File: src/rtl/tdc_therm_decoder_pkg.sv
// Shared TDC definitions: decoder FSM states, default code width and the
// derivation of the signed phase-error width from the thermometer width.
package tdc_pkg;

    localparam int TDC_CODE_W = 32;

    typedef enum logic [1:0] {
        IDLE    = 2'd0,
        MEASURE = 2'd1,
        DRAIN   = 2'd2
    } state_t;

    // Sign bit plus enough magnitude bits to hold +/-code_w.
    function automatic int err_w_for(input int code_w);
        return $clog2(code_w) + 2;
    endfunction

endpackage

File: src/rtl/tdc_therm_decoder_if.sv
// Bundle between the TDC thermometer outputs and the phase-error decoder.
interface tdc_therm_decoder_if
    import tdc_pkg::*;
#(
    parameter int CODE_W = TDC_CODE_W,
    parameter int ERR_W  = err_w_for(CODE_W)
);
    logic [CODE_W-1:0]       up_error;
    logic [CODE_W-1:0]       dwn_error;
    // There is no back-pressure: err_valid is a one-cycle strobe, and
    // phase_err/sat/timeout are meaningful only while it is high (they hold otherwise).
    logic signed [ERR_W-1:0] phase_err;
    logic                    err_valid;
    logic                    sat;
    logic                    timeout;
    logic                    lock;

    modport master (
        output up_error, dwn_error,
        input  phase_err, err_valid, sat, timeout, lock
    );

    modport slave (
        input  up_error, dwn_error,
        output phase_err, err_valid, sat, timeout, lock
    );
endinterface

File: src/rtl/tdc_therm_decoder_popcount.sv
// Combinational ones-counter; counting ones rather than finding the top
// set bit makes the decoder tolerant of thermometer bubbles.
module therm_popcount #(
    parameter int CODE_W = 32,
    parameter int CNT_W  = $clog2(CODE_W + 1)
) (
    input  logic [CODE_W-1:0] code,
    output logic [CNT_W-1:0]  count
);
    always_comb begin
        count = '0;
        for (int i = 0; i < CODE_W; i++) begin
            count = count + CNT_W'(code[i]);
        end
    end
endmodule

File: src/rtl/tdc_therm_decoder.sv
// Turns each UP/DWN comparison window into one signed phase-error sample
// with saturation/timeout flags and a lock indicator for the loop filter.
module tdc_therm_decoder
    import tdc_pkg::*;
#(
    parameter int CODE_W     = TDC_CODE_W,
    parameter int ERR_W      = err_w_for(CODE_W),
    parameter int TIMEOUT    = 64,
    parameter int LOCK_TOL   = 2,
    parameter int LOCK_COUNT = 8
) (
    input  logic                clk,
    input  logic                reset,
    tdc_therm_decoder_if.slave  bus,
    output state_t              dbg_state
);
    localparam int CNT_W = $clog2(CODE_W + 1);
    localparam int TMR_W = $clog2(TIMEOUT + 1);
    localparam int LCK_W = $clog2(LOCK_COUNT + 1);

    logic [CODE_W-1:0] up_q, up_d, dwn_q, dwn_d;
    logic [CNT_W-1:0]  up_cnt, dwn_cnt;
    logic [CNT_W-1:0]  up_peak_q, up_peak_d, dwn_peak_q, dwn_peak_d;
    logic [TMR_W-1:0]  timer_q, timer_d;
    logic [LCK_W-1:0]  lock_cnt_q, lock_cnt_d;
    logic [ERR_W-1:0]  phase_err_q, phase_err_d;
    logic              err_valid_q, err_valid_d;
    logic              sat_q, sat_d, timeout_q, timeout_d, lock_q, lock_d;
    state_t            state_q, state_d;

    logic              any_code, emit, emit_timeout, emit_sat, in_tol;
    logic [CNT_W-1:0]  up_max, dwn_max, emit_up, emit_dwn;
    logic [ERR_W-1:0]  phase_new, phase_abs;

    therm_popcount #(.CODE_W(CODE_W), .CNT_W(CNT_W)) u_up_cnt  (.code(up_q),  .count(up_cnt));
    therm_popcount #(.CODE_W(CODE_W), .CNT_W(CNT_W)) u_dwn_cnt (.code(dwn_q), .count(dwn_cnt));

    always_comb begin
        up_d         = bus.up_error;
        dwn_d        = bus.dwn_error;
        state_d      = state_q;
        up_peak_d    = up_peak_q;
        dwn_peak_d   = dwn_peak_q;
        timer_d      = timer_q;
        lock_cnt_d   = lock_cnt_q;
        phase_err_d  = phase_err_q;
        err_valid_d  = 1'b0;
        sat_d        = sat_q;
        timeout_d    = timeout_q;
        lock_d       = lock_q;
        emit         = 1'b0;
        emit_timeout = 1'b0;
        emit_up      = up_peak_q;
        emit_dwn     = dwn_peak_q;

        any_code = (|up_q) || (|dwn_q);
        up_max   = (up_cnt  > up_peak_q)  ? up_cnt  : up_peak_q;
        dwn_max  = (dwn_cnt > dwn_peak_q) ? dwn_cnt : dwn_peak_q;

        case (state_q)
            IDLE: begin
                if (any_code) begin
                    state_d    = MEASURE;
                    up_peak_d  = up_cnt;
                    dwn_peak_d = dwn_cnt;
                    timer_d    = TMR_W'(1);
                end
            end
            MEASURE: begin
                // Window end is checked first so it wins over a coincident timeout.
                if (!any_code) begin
                    emit       = 1'b1;
                    state_d    = IDLE;
                    up_peak_d  = '0;
                    dwn_peak_d = '0;
                    timer_d    = '0;
                end else if (timer_q == TMR_W'(TIMEOUT)) begin
                    emit         = 1'b1;
                    emit_timeout = 1'b1;
                    emit_up      = up_max;
                    emit_dwn     = dwn_max;
                    state_d      = DRAIN;
                    up_peak_d    = '0;
                    dwn_peak_d   = '0;
                    timer_d      = '0;
                end else begin
                    up_peak_d  = up_max;
                    dwn_peak_d = dwn_max;
                    timer_d    = timer_q + TMR_W'(1);
                end
            end
            DRAIN: begin
                if (!any_code) state_d = IDLE;
            end
            default: state_d = IDLE;
        endcase

        phase_new = ERR_W'(emit_up) - ERR_W'(emit_dwn);
        phase_abs = phase_new[ERR_W-1] ? (~phase_new + ERR_W'(1)) : phase_new;
        emit_sat  = (emit_up == CNT_W'(CODE_W)) || (emit_dwn == CNT_W'(CODE_W));
        in_tol    = (phase_abs <= ERR_W'(LOCK_TOL)) && !emit_timeout && !emit_sat;

        if (emit) begin
            phase_err_d = phase_new;
            err_valid_d = 1'b1;
            sat_d       = emit_sat;
            timeout_d   = emit_timeout;
            if (!in_tol)                               lock_cnt_d = '0;
            else if (lock_cnt_q != LCK_W'(LOCK_COUNT)) lock_cnt_d = lock_cnt_q + LCK_W'(1);
            lock_d = (lock_cnt_d == LCK_W'(LOCK_COUNT));
        end
    end

    always_ff @(posedge clk or posedge reset) begin
        if (reset) begin
            up_q        <= '0;
            dwn_q       <= '0;
            state_q     <= IDLE;
            up_peak_q   <= '0;
            dwn_peak_q  <= '0;
            timer_q     <= '0;
            lock_cnt_q  <= '0;
            phase_err_q <= '0;
            err_valid_q <= 1'b0;
            sat_q       <= 1'b0;
            timeout_q   <= 1'b0;
            lock_q      <= 1'b0;
        end else begin
            up_q        <= up_d;
            dwn_q       <= dwn_d;
            state_q     <= state_d;
            up_peak_q   <= up_peak_d;
            dwn_peak_q  <= dwn_peak_d;
            timer_q     <= timer_d;
            lock_cnt_q  <= lock_cnt_d;
            phase_err_q <= phase_err_d;
            err_valid_q <= err_valid_d;
            sat_q       <= sat_d;
            timeout_q   <= timeout_d;
            lock_q      <= lock_d;
        end
    end

    assign bus.phase_err = phase_err_q;
    assign bus.err_valid = err_valid_q;
    assign bus.sat       = sat_q;
    assign bus.timeout   = timeout_q;
    assign bus.lock      = lock_q;
    assign dbg_state     = state_q;
endmodule

File: src/flat_wrapper.sv
// flat-port wrapper written by rule: the top's interface ports become plain ports
module tdc_therm_decoder_flat import tdc_pkg::*;
#(
    parameter int CODE_W     = TDC_CODE_W,
    parameter int ERR_W      = err_w_for(CODE_W),
    parameter int TIMEOUT    = 64,
    parameter int LOCK_TOL   = 2,
    parameter int LOCK_COUNT = 8
)
  (clk, reset, dbg_state, bus_up_error, bus_dwn_error, bus_phase_err, bus_err_valid, bus_sat, bus_timeout, bus_lock);
  tdc_therm_decoder_if #(.CODE_W(CODE_W), .ERR_W(ERR_W)) bus_i ();
  input  logic clk;
  input  logic reset;
  output state_t dbg_state;
  input wire logic [$bits(bus_i.up_error)-1:0] bus_up_error;
  input wire logic [$bits(bus_i.dwn_error)-1:0] bus_dwn_error;
  output wire logic [$bits(bus_i.phase_err)-1:0] bus_phase_err;
  output wire logic [$bits(bus_i.err_valid)-1:0] bus_err_valid;
  output wire logic [$bits(bus_i.sat)-1:0] bus_sat;
  output wire logic [$bits(bus_i.timeout)-1:0] bus_timeout;
  output wire logic [$bits(bus_i.lock)-1:0] bus_lock;
  assign bus_i.up_error = bus_up_error;
  assign bus_i.dwn_error = bus_dwn_error;
  assign bus_phase_err = bus_i.phase_err;
  assign bus_err_valid = bus_i.err_valid;
  assign bus_sat = bus_i.sat;
  assign bus_timeout = bus_i.timeout;
  assign bus_lock = bus_i.lock;
  tdc_therm_decoder #(.CODE_W(CODE_W), .ERR_W(ERR_W), .TIMEOUT(TIMEOUT), .LOCK_TOL(LOCK_TOL), .LOCK_COUNT(LOCK_COUNT)) u_core (.clk(clk), .reset(reset), .bus(bus_i), .dbg_state(dbg_state));
endmodule
File: config.mk
export PLATFORM = sky130hd
export DESIGN_NAME = tdc_therm_decoder_flat
export DESIGN_NICKNAME = d
export VERILOG_FILES = /design/src/rtl/tdc_therm_decoder_pkg.sv /design/src/rtl/tdc_therm_decoder_if.sv /design/src/rtl/tdc_therm_decoder_popcount.sv /design/src/rtl/tdc_therm_decoder.sv /design/src/flat_wrapper.sv
export SDC_FILE = /design/constraint.sdc
export NUM_CORES = 1
export LEC_CHECK = 0
export ABC_AREA = 1
export CORE_MARGIN = 5
export CORE_UTILIZATION = 51
export DETAILED_ROUTE_END_ITERATION = 12
export PLACE_DENSITY = 0.77
export SLEW_MARGIN = 20
export SYNTH_ARGS = -nofsm -noshare
export SYNTH_HDL_FRONTEND = slang
export SYNTH_SLANG_ARGS = --single-unit
File: constraint.sdc
create_clock -name clk -period 7.46 [get_ports clk]
set_input_delay 1.492 -clock clk [delete_from_list [all_inputs] [get_ports clk]]
set_output_delay 1.492 -clock clk [all_outputs]
set_load 0.02 [all_outputs]
[Yosys cells after proc, flatten, opt, wreduce, memory -nomap -nowiden]
Index checks and enable logic that the tools add are counted.
Operators by class
  $add $sub $neg: 66
  magnitude comparators: 3
  equality and inequality tests: 10
  multiplexer cells: 35
  bitwise logic cells: 1
  reduce and logical (&&, ||, !) cells: 12
Operators by type and width (number)
  $add A6 B1 Y6: 52
  $mux W6: 14
  $reduce_or A32 Y1: 2
  $mux W7: 4
  $pmux W6 S2: 2
  $add A7 B1 Y7 const B: 2
  $pmux W7 S2: 1
  $add A5 B1 Y6: 2
  $eq A6 B6 Y1 const B: 2
  $gt A6 B6 Y1: 2
  $mux W4: 3
  $add A4 B1 Y5: 2
  $add A3 B1 Y4: 2
  $mux W2: 4
  $eq A7 B7 Y1 const B: 1
  $le A7 B2 Y1 const B: 1
  $not A7 Y7: 1
  $sub A6 B6 Y7: 1
  $add A2 B1 Y3: 2
  $mux W1: 6
  $pmux W2 S3: 1
  $add A1 B1 Y2: 2
  $add A4 B1 Y4 const B: 1
  $eq A4 B4 Y1 const B: 1
  13 further kinds: 16
Word-level totals
  flip-flop bits (word level): 100
  output and inout bits: 13

[Logic depth before layout (Yosys ltp)]
  word-level depth: 46
  mapped depth: 46
  gate-level depth less buffers: 45

[Cells and area by module]
From an unflattened synthesis, not the netlist that was laid out.
Unflattened totals
  cells, all modules: 700
  area total of the unflattened synthesis: 6202.2 sq um
By module, submodules not included
  tdc_therm_decoder: instances 1, cells an instance 526, area an instance 4615.7 sq um, sequential area each 2502.4 sq um
  therm_popcount (u_core.u_dwn_cnt): instances 1, cells an instance 91, area an instance 809.5 sq um, sequential area each 0.0 sq um
  therm_popcount (u_core.u_up_cnt): instances 1, cells an instance 83, area an instance 777.0 sq um, sequential area each 0.0 sq um

[Least setup slack after synthesis]
Ideal clock, no wire load.
  path type: register to register
  from: register u_core.up_q[0]
  to: register u_core.lock_q, in the netlist u_core.bus.lock
  library setup time: 116 ps
  arrival time: 7359 ps
  required time: 7344 ps
  path slack: -15 ps
  cell stages (with the launch flop): 46
  path buffers: 1
  path through: dfrtp_1 -> inv_1 -> fa_1 -> inv_1 -> fa_1 -> fa_1 -> fa_1 -> fa_1 -> inv_1 -> fa_1 -> inv_1 -> ha_1 -> inv_1 -> fa_1 -> nand3b_1 -> nand2_1 -> xor2_1 -> inv_1 -> [10 not listed] -> inv_1 -> ha_1 -> fa_1 -> inv_1 -> nand2_1 -> and2_1 -> nand3_1 -> nand3_1 -> o21ai_1 -> nand3b_1 -> nand2_1 -> nand2_1 -> nor2_1 -> nand3_1 -> nor2_1 -> nor2_1 -> nand2_1 -> nand2_1
Between the ends
  word-level cells in the longest chain between the ends: 46
  elaborated cells on any way between the ends: 59
  those cells by class: add/sub (33); order compare (2); eq/ne (3); mux (13); bitwise (1); reduce/logical (7)
RTL lines
  start: declaration: line tdc_therm_decoder.sv:21  | logic [CODE_W-1:0] up_q, up_d, dwn_q, dwn_d;
  start signal: assignment: line tdc_therm_decoder.sv:129  | up_q <= up_d;
  $add A1 B1 Y2: line tdc_therm_decoder_popcount.sv:13  | count = count + CNT_W'(code[i]);
  $add A2 B1 Y3: line tdc_therm_decoder_popcount.sv:13
  $add A3 B1 Y4: line tdc_therm_decoder_popcount.sv:13
  $add A4 B1 Y5: line tdc_therm_decoder_popcount.sv:13
  $add A5 B1 Y6: line tdc_therm_decoder_popcount.sv:13
  $add A6 B1 Y6 (26 in series): line tdc_therm_decoder_popcount.sv:13
  $gt A6 B6 Y1: line tdc_therm_decoder.sv:57  | up_max = (up_cnt > up_peak_q) ? up_cnt : up_peak_q;
  $mux W6: line tdc_therm_decoder.sv:57
  [4 not listed]
  $not A7 Y7: line tdc_therm_decoder.sv:99  | phase_abs = phase_new[ERR_W-1] ? (~phase_new + ERR_W'(1)) : phase_new;
  $add A7 B1 Y7: line tdc_therm_decoder.sv:99
  $mux W7: line tdc_therm_decoder.sv:99
  $le A7 B2 Y1: line tdc_therm_decoder.sv:101  | in_tol = (phase_abs <= ERR_W'(LOCK_TOL)) && !emit_timeout && !emit_sat;
  $logic_and A1 B1 Y1 (2 in series): line tdc_therm_decoder.sv:101
  $mux W4: line tdc_therm_decoder.sv:108  | if (!in_tol) lock_cnt_d = '0;
  $mux W4: line tdc_therm_decoder.sv:103  | if (emit) begin
  $eq A4 B4 Y1: line tdc_therm_decoder.sv:110  | lock_d = (lock_cnt_d == LCK_W'(LOCK_COUNT));
  end signal: assignment: line tdc_therm_decoder.sv:140  | lock_q <= lock_d;
  end: declaration: line tdc_therm_decoder.sv:28  | logic sat_q, sat_d, timeout_q, timeout_d, lock_q, lock_d;
Several ways; a longest one is shown, not always the timed one. The select of a mux whose other input is x is not followed.
A chain may end at the register's enable or synchronous reset.

[Final worst setup path]
  from: register u_core.up_q[11]
  to: register u_core.lock_cnt_q[3]
Between the ends
  word-level cells in the longest chain between the ends: 35
  elaborated cells on any way between the ends: 48
  those cells by class: add/sub (23); order compare (2); eq/ne (2); mux (13); bitwise (1); reduce/logical (7)
RTL lines
  $add A6 B1 Y6 (21 in series): line tdc_therm_decoder_popcount.sv:13
  $gt A6 B6 Y1: line tdc_therm_decoder.sv:57
  $mux W6: line tdc_therm_decoder.sv:57
  $mux W6: line tdc_therm_decoder.sv:77  | end else if (timer_q == TMR_W'(TIMEOUT)) begin
  $mux W6: line tdc_therm_decoder.sv:71  | if (!any_code) begin
  $mux W6: line tdc_therm_decoder.sv:60  | case (state_q)
  $sub A6 B6 Y7: line tdc_therm_decoder.sv:98  | phase_new = ERR_W'(emit_up) - ERR_W'(emit_dwn);
  $not A7 Y7: line tdc_therm_decoder.sv:99
  $add A7 B1 Y7: line tdc_therm_decoder.sv:99
  $mux W7: line tdc_therm_decoder.sv:99
  $le A7 B2 Y1: line tdc_therm_decoder.sv:101
  $logic_and A1 B1 Y1 (2 in series): line tdc_therm_decoder.sv:101
  $mux W4: line tdc_therm_decoder.sv:108
  $mux W4: line tdc_therm_decoder.sv:103
  end signal: assignment: line tdc_therm_decoder.sv:135  | lock_cnt_q <= lock_cnt_d;
  end: declaration: line tdc_therm_decoder.sv:25  | logic [LCK_W-1:0] lock_cnt_q, lock_cnt_d;
Several ways; a longest one is shown, not always the timed one. The select of a mux whose other input is x is not followed.

==> impl_metrics.json <==
{
  "run_status": "complete, but fails checks",
  "violations": "setup timing",
  "max_freq_ghz": 0.128,
  "grt.met1_usage_pct": 24.0,
  "n_antenna_cell": 0,
  "clk-insertion-delay-late_ns": 0.35,
  "reg2reg_setup_slack_ns": -0.33,
  "grt_antenna_before_repair": 0,
  "cts_sinks": 100,
  "max_stage_delay_ns": 0.62,
  "dpl-instance-area_um2": 7400,
  "first_global_vias": 5215,
  "clk_path_buf_depth": 2,
  "fill_cells": 872,
  "clkTransAtPathRegs_ns": 0.07,
  "finalHoldViolCount": 0,
  "finalCritPeriodShare_pct": 104,
  "met3_usage_pct": 3.84,
  "hpwl_um": 10100,
  "rsz0062_at_grt": "yes",
  "synth_edf_count": 0,
  "root_buffer": "clkbuf_16",
  "cts_tree": "done",
  "grt_pass1_wl_um": 23400,
  "end_kind": "flip-flop",
  "finalMaxSlewViolations": 0,
  "vias": 4969,
  "yosys_warnings": 0,
  "drive_above_1_share_pct": 19.1,
  "critPathMostFrequentCell": "fa_1",
  "worst_setup_path_start_kind": "flip-flop",
  "timing.final.ws_setup_ns": -0.335,
  "fin_crit_ns": 7.79,
  "synthCells": 676,
  "cp_slowest_cell": "fa_2",
  "cp_data_required_time_ns": 7.74,
  "wl_per_cell_um": 14.8,
  "io_buffers": 78,
  "numCtsBuffers": 9,
  "drc": 0,
  "grt_max_degree": 69,
  "nNetsFinal": 967,
  "async_flop_share_pct": 100,
  "ys_types": 38,
  "tightest_slew_ns": 1.06,
  "row_count": 40,
  "cp.arrival_ns": 8.07,
  "dr.pass1.iters": 5,
  "finalWirelength_um": 14200,
  "initial_core_util_pct": 51.8,
  "grt-ovfl-total": 0,
  "viasPerCell": 5.16,
  "setup_viol": 5,
  "yosys_register_bits": 100,
  "use_met2_pct": 35.5,
  "path_class": "reg2reg",
  "finClkSkew_ns": 0.00576,
  "die_area_um2": 14500,
  "area_delta_synth_final_pct": 30.7,
  "hold_class": "reg2reg",
  "synth_top_flop_cell": "dfrtp_1",
  "grt_use_total_pct": 20.2,
  "slew_headroom_pct": 29.1,
  "core_area_um2": 12000,
  "critPathMaxFanout": 4,
  "io_pins": 79,
  "syn_area_um2": 6220,
  "maxCapViolations": 0,
  "place_congestion": 0.882,
  "finalInstanceArea_um2": 8140,
  "syn_area_per_cell_um2": 9.21,
  "drt_iter0_markers": 419,
  "cts_hold_buf": 0,
  "ys_seq_area_share_pct": 40.2,
  "cts_max_level": 3,
  "synth_nets": 831,
  "drtAntennaViolNets": 0,
  "die_w_um": 120,
  "die_y_um": 120,
  "globalRoute.busiestLayer": "met2"
}
==> per-stage QoR <==
step | worst slack [ns] | instances | TNS [ns] | utilization [%] | hold slack (ns)
after floorplan | 0.0126 | 676 | 0 | - | 0.525
after global placement | -0.0934 | 928 | -0.171 | 61.6 | 0.457
after detailed placement | -0.375 | 928 | -1.53 | 61.6 | 0.465
after CTS | -0.118 | 957 | -0.176 | 65.9 | 0.483
after global routing | -0.688 | 963 | -3.12 | 67.7 | 0.517
final | -0.335 | 963 | -1.35 | 67.7 | 0.474
==> cell usage after synthesis, types with 6 or more instances <==
cell type,instances,area (um^2)
fa_1,49,981
a21oi_1,15,75.1
nand3_1,22,110
nor3_1,10,50.1
inv_1,128,480
nor2_1,61,229
inv_2,6,22.5
ha_1,40,500
o22ai_1,9,56.3
xor2_1,6,52.6
o21ai_2,7,61.3
nand2_1,140,526
o21ai_0,15,75.1
o21ai_1,17,85.1
dfrtp_1,100,2500
==> cell families (layout without fill, tap and decap cells) <==
group           Yosys count  in the layout  synth area share, %
flops                   100            100                 40.2
simple gates            263            263                 18.8
xor+xnor                 11             11                 1.55
buf+inv                 141            281                 8.87
fa+ha+maj                89             89                 23.8
compound gates           72             72                 6.74
==> area by class of cell <==
class	count	area, um^2	share of cell area, %
multi-input combinational	435	3450	42.4
clock inverter	6	73.8	0.907
clock buffer	9	225	2.77
sequential	100	2500	30.8
tap	147	184	2.26
inverter	134	505	6.21
timing repair buffer	132	1190	14.7
==> metal layers <==
layer / up-vias / share of wire (%)
li1: 2365 / -
met1: 2405 / 40
met2: 159 / 52
met3: 40 / 4.6
met4: 0 / 3.3
met5: - / 0
==> what timing repair did <==
| item | CTS | global route |
|---|---|---|
| resized for setup | 28 | 38 |
| gates cloned | 0 | 0 |
| setup endpoints to repair | 5 | 6 |
| setup buffers | 14 | 6 |
| pin swaps | 27 | 23 |
==> worst max-delay path, delay by kind of cell (launching register included) <==
| family | cells | cell delay, ns |
|---|---|---|
| AO/OA/AOI/OAI | 4 | 0.48 |
| XOR/XNOR | 1 | 0.21 |
| adder cells (fa/ha/maj) | 11 | 4.54 |
| buffers and inverters | 10 | 0.83 |
| flip-flops | 1 | 0.36 |
| AND/OR/NAND/NOR | 13 | 1.32 |
==> path summary, 6_finish.rpt <==
check	from	endpoint	cells past startpoint
worst max-delay path	u_core.up_q[11]	u_core.lock_cnt_q[3]	39
worst min-delay path	u_core.bus.timeout	u_core.bus.timeout	2
worst max register to register	u_core.up_q[11]	u_core.lock_cnt_q[3]	39
worst min register to register	u_core.bus.timeout	u_core.bus.timeout	2
max in group asynchronous	reset	u_core.up_peak_q[0]	3
min in group asynchronous	reset	u_core.up_q[27]	2
==> flip-flops by register name, indices dropped and copies added (netlist names) <==
register	flops
u_core.lock_cnt_q	4
u_core.bus.lock	1
u_core.bus.sat	1
u_core.dbg_state	2
u_core.bus.err_valid	1
u_core.up_peak_q	6
u_core.timer_q	7
u_core.dwn_peak_q	6
u_core.up_q	32
u_core.bus.timeout	1
u_core.dwn_q	32
u_core.bus.phase_err	7
==> cells in the final DEF, fill, tap and decap left out, types with 12 or more instances in the layout <==
| master | n |
|---|---|
| nor2_1 | 58 |
| nand3_1 | 14 |
| nand2_2 | 12 |
| clkdlybuf4s50_1 | 78 |
| buf_4 | 52 |
| a21oi_1 | 14 |
| inv_1 | 118 |
| o21ai_1 | 13 |
| o21ai_0 | 14 |
| dfrtp_1 | 100 |
| fa_1 | 46 |
| o21ai_2 | 12 |
| nand2_1 | 130 |
| inv_2 | 15 |
| ha_1 | 31 |
Power is not shown: default switching activity piles up to over one toggle a cycle in this logic, so the estimate is an artifact.
